==> src/rtl/stch2dec_window.sv <==
// Purpose: stochastic bitstream to ND-bit decimal, counts ones over 2^NW EN-qualified samples.
// Latency: D/V update on the edge taking the 2^NW-th sample, visible the following cycle.
// Backpressure: none; EN stalls the window and V is a single-cycle strobe with no hold-off.
module stch2dec_window #(
    parameter int ND = 8,
    parameter int NW = 8
) (
    input  logic          CLK,
    input  logic          INIT,
    input  logic          START,
    input  logic          CONT,
    input  logic          EN,
    input  logic          S,
    output logic [ND-1:0] D,
    output logic          V,
    output logic          BUSY
);

    // A window shorter than the output precision cannot fill D.
    if (NW < ND) begin : g_bad_params
        $error("stch2dec_window: NW must be >= ND");
    end

    typedef enum logic {
        IDLE  = 1'b0,
        COUNT = 1'b1
    } state_t;

    localparam int SH = NW - ND;
    localparam logic [NW-1:0] NCYC_ONE = 1;

    state_t        state;
    // One extra bit so an all-ones window (2^NW) is representable.
    logic [NW:0]   ones;
    logic [NW-1:0] ncyc;
    logic [NW:0]   total;
    logic [NW:0]   scaled;

    // Running count including the sample on the current edge.
    assign total  = ones + {{NW{1'b0}}, S};
    assign scaled = total >> SH;

    // Window FSM: IDLE waits for START, COUNT accumulates and closes after 2^NW samples.
    always_ff @(posedge CLK) begin
        if (!INIT) begin
            state <= IDLE;
            ones  <= '0;
            ncyc  <= '0;
            D     <= '0;
            V     <= 1'b0;
            BUSY  <= 1'b0;
        end else begin
            V <= 1'b0;
            case (state)
                IDLE: begin
                    if (START) begin
                        state <= COUNT;
                        BUSY  <= 1'b1;
                        ones  <= '0;
                        ncyc  <= '0;
                    end
                end
                COUNT: begin
                    if (EN) begin
                        if (ncyc == '1) begin
                            // 2^NW would shift to 2^ND, so clamp to the largest code.
                            D    <= (|scaled[NW:ND]) ? '1 : scaled[ND-1:0];
                            V    <= 1'b1;
                            ones <= '0;
                            ncyc <= '0;
                            if (CONT) begin
                                state <= COUNT;
                                BUSY  <= 1'b1;
                            end else begin
                                state <= IDLE;
                                BUSY  <= 1'b0;
                            end
                        end else begin
                            ones <= total;
                            ncyc <= ncyc + NCYC_ONE;
                        end
                    end
                end
                default: begin
                    state <= IDLE;
                    BUSY  <= 1'b0;
                end
            endcase
        end
    end

endmodule

==> config.mk <==
export PLATFORM = sky130hd
export DESIGN_NAME = stch2dec_window
export DESIGN_NICKNAME = d
export VERILOG_FILES = /design/src/rtl/stch2dec_window.sv
export SDC_FILE = /design/constraint.sdc
export NUM_CORES = 1
export LEC_CHECK = 0
export CAP_MARGIN = 20
export CORE_UTILIZATION = 48
export CTS_CLUSTER_SIZE = 16
export DETAILED_ROUTE_END_ITERATION = 12
export GPL_TIMING_DRIVEN = 0
export PLACE_DENSITY = 0.7
export SYNTH_ARGS = -nofsm -noshare
export SYNTH_HDL_FRONTEND = slang
export SYNTH_SLANG_ARGS = --single-unit
==> constraint.sdc <==
create_clock -name CLK -period 2.4 [get_ports CLK]
set_input_delay 0.48 -clock CLK [delete_from_list [all_inputs] [get_ports CLK]]
set_output_delay 0.48 -clock CLK [all_outputs]
set_load 0.02 [all_outputs]
==> results by group <==
Yosys
  • Post-synthesis register bit count: 28
  • YS warnings: 0
  • Syn_area_per_cell: roughly 8.8 um^2
  • Area fraction of the dominant cell type after synthesis: 0.4167
  • Post-synthesis sequential area ratio: 0.4167
  • Leading area contributor after synthesis: dfxtp_1
  • Mapped Area: 1345 um^2
  • Cells after Synth: between 150 and 200
  • Post-synth cell types: 40
  • Dominant cells by area after synthesis: dfxtp_1, a31oi_1, o21ai_0
  • Mapped Nets: between 150 and 200

Drt
  • Number of vias in the routed layout: between 1000 and 1500
  • Drc violations: 0
  • Routed WL: between 2000 and 3000 um
  • Drt pass-1 iters: 4
  • Per-cell routed wire length: 13.31 um
  • Iter 0 DRT Violations: 18
  • Post-route ant nets: 0
  • Post-DR vias/cell: roughly 5.7

Run
  • Max-Cap Viols: 0

Floorplan
  • Die area: 3018 um^2
  • # rows: 18
  • Die height: 54.94 um
  • Initial core utilization: 0.5239
  • Die W: ~55 um
  • Core footprint: ~2600 um^2
  • Ports: 16

GRT
  • Initial antenna violation count: 0
  • Global-route usage over all layers: 0.2130
  • Vias in the first global route: 1058
  • GR Overflow Total: 0
  • First-pass GRT wire length: around 4600 um
  • Pin count of the biggest net entering global routing: 17

Layout
  • Share of cells above drive strength 1: 0.1404
  • Commonest non-fill, non-tap cell in the layout: dfxtp_1
  • ANT cells: 0
  • Most frequent cells in the layout: dfxtp_1, a31oi_1, o21ai_0, clkdlybuf4s50_1, nor2_1
  • # nets final: approximately 180
  • Synth-to-Final Area Change: 17.86%
  • Final instance area: around 1600 um^2

Critical path
  • Slowest stage delay, CP: around 510 ps
  • Crit-path max FO: 7
  • Worst path bufs/invs: 1
  • Startpoint Class: input port
  • CP arrival: 2360 ps
  • Worst EP required: approximately 2600 ps
  • CP top delay family: XOR/XNOR gates
  • CP max-delay cell: xnor2_1
  • Crit path capture type: register
  • Most used cell, CP: ha_1
  • CP Cell Sequence: clkdlybuf4s50_1 -> ha_1 -> ha_1 -> nand3_1 -> nor2_1 -> xnor2_1 -> a311oi_2
  • Critical path class: in -> reg

STA
  • Fmax: ~470 MHz
  • Worst Skew: 15.13 ps
  • Max-slew headroom: 0.5829
  • Tightest Pin Transition: ~620 ps
  • Final setup violation count: 0
  • RSZ-0062 raised after global routing: no
  • Final worst-path cycle share: 0.8960
  • Slew Limit Fails: 0
  • Hold Vio Cnt, Final: 0
  • Final min period: between 2000 and 2500 ps

Power
  • Peak VDD IR: 0.0003452 V
  • Pwr per Cell Area: approximately 530 nW/um^2
  • Total power: about 830 uW
  • Static Leak: between 0.0005 and 0.0006 uW

Clocking
  • CTS tree: built
  • Reg clk slew, reported paths: approximately 150 ps
  • CTS Root Cell: clkbuf_4
  • Post-CTS Hold Fix Bufs: 0
  • Clock tree buffer depth: 2
  • Clk sink count: 28
  • H-tree level count: 1
  • Num CTS Buffers: 3
  • Clk_lat worst skew: about 330 ps
  • Post_cts resized: 0
  • Setup Fix Bufs, Post-CTS: 0

Worst hold path
  • HP Class: reg -> reg

Placement
  • Area after DPL: approximately 1500 um^2
  • I/O Buffers: 15
  • Hpwl dp: 2002 um
  • Gpl congestion: between 0.7 and 0.8

Outcome
  • Outcome: completed
-- worst paths after layout --
kind                         from                end  slack (ps)  cells past startpoint
max                             S  D[5]$_SDFFE_PN0P_         250                      7
min reg2reg     BUSY$_SDFFE_PN0P_  BUSY$_SDFFE_PN0P_         500                      2
max reg2reg  ones[0]$_SDFFE_PN0P_  D[5]$_SDFFE_PN0P_         490                      6
min             BUSY$_SDFFE_PN0P_  BUSY$_SDFFE_PN0P_         500                      2
-- registers in the layout (all words and copies together) (netlist names) --
name and flops:
D 8, V 1, BUSY 1, ones 9, ncyc 8, state 1
-- kinds of logic (layout without fill, tap and decap cells) --
logic type      after synthesis  count (layout)  synth area share
compound gates               52              52            0.2502
simple gates                 51              51            0.2139
flops                        28              28            0.4167
buf+inv                      11              30           0.04464
xor+xnor                      6               6           0.03907
fa+ha+maj                     3               3           0.02791
mux                           1               1          0.007442
-- cells in the mapped netlist --
master and n:
dfxtp_1 28, xnor2_1 4, buf_6 2, and3_1 2
nand2_4 1, mux2i_1 1, a31oi_1 16, or3_2 1
a311oi_2 1, nand3_2 1, a211o_1 1, xor2_1 2
nand2b_1 1, buf_2 2, a22oi_1 2, and3_2 2
a211oi_4 1, nor2_1 12, nor2b_2 1, or2b_1 1
and2_1 2, nor2_2 2, and4_4 1, o21ai_0 16
a32oi_1 1, nor3_1 2, nand4_1 2, a41oi_1 3
or4_1 1, clkbuf_1 1, inv_2 1, a21oi_2 1
clkbuf_2 1, nor4_4 1, nand2_1 11, a21oi_1 9
ha_1 3, inv_1 4, nand3_1 7, a21o_2 1
-- power by group --
part	internal, uW	switching, uW	total (uW)
registers	470	4.88	474
logic	22.5	32.7	55.2
clock network	169	135	304
-- cell type report --
| type | count | area (um^2) |
|---|---|---|
| plain buffers | 6 | 41.29 |
| clock buffers | 3 | 22.52 |
| clock inverters | 1 | 30.03 |
| fillers | 254 | 982.2 |
| inverters | 5 | 18.77 |
| multi-input cells | 113 | 724.4 |
| flip-flops and latches | 28 | 560.5 |
| well taps | 30 | 37.54 |
| repair buffers | 15 | 150.1 |
-- tightest hold or removal path: stages (launching register included) --
cell and delay, ps:
dfxtp_1 360, nor3_1 60, nor2_2 60
-- per-layer routing --
layer | part of all wire | global-route usage
met5 | 0 | 0
met4 | 0.013 | 0.08750
met3 | 0.022 | 0.02459
met2 | 0.49 | 0.3695
met1 | 0.48 | 0.2654
-- through the flow --
stage	cells	TNS, ps	utilization	hold WS (ps)	setup slack, ps
2_1_floorplan	152	0	-	452.3	578.9
3_3_place_gp	197	-520.7	0.5970	456.9	-101.6
3_5_place_dp	197	-539.5	0.5970	473.6	-106.6
4_1_cts	201	0	0.6174	508.4	259.1
5_1_grt	201	0	0.6174	537.5	127.6
6_report	201	0	0.6174	502.6	249.6
Power figures use the tool's default switching activity.
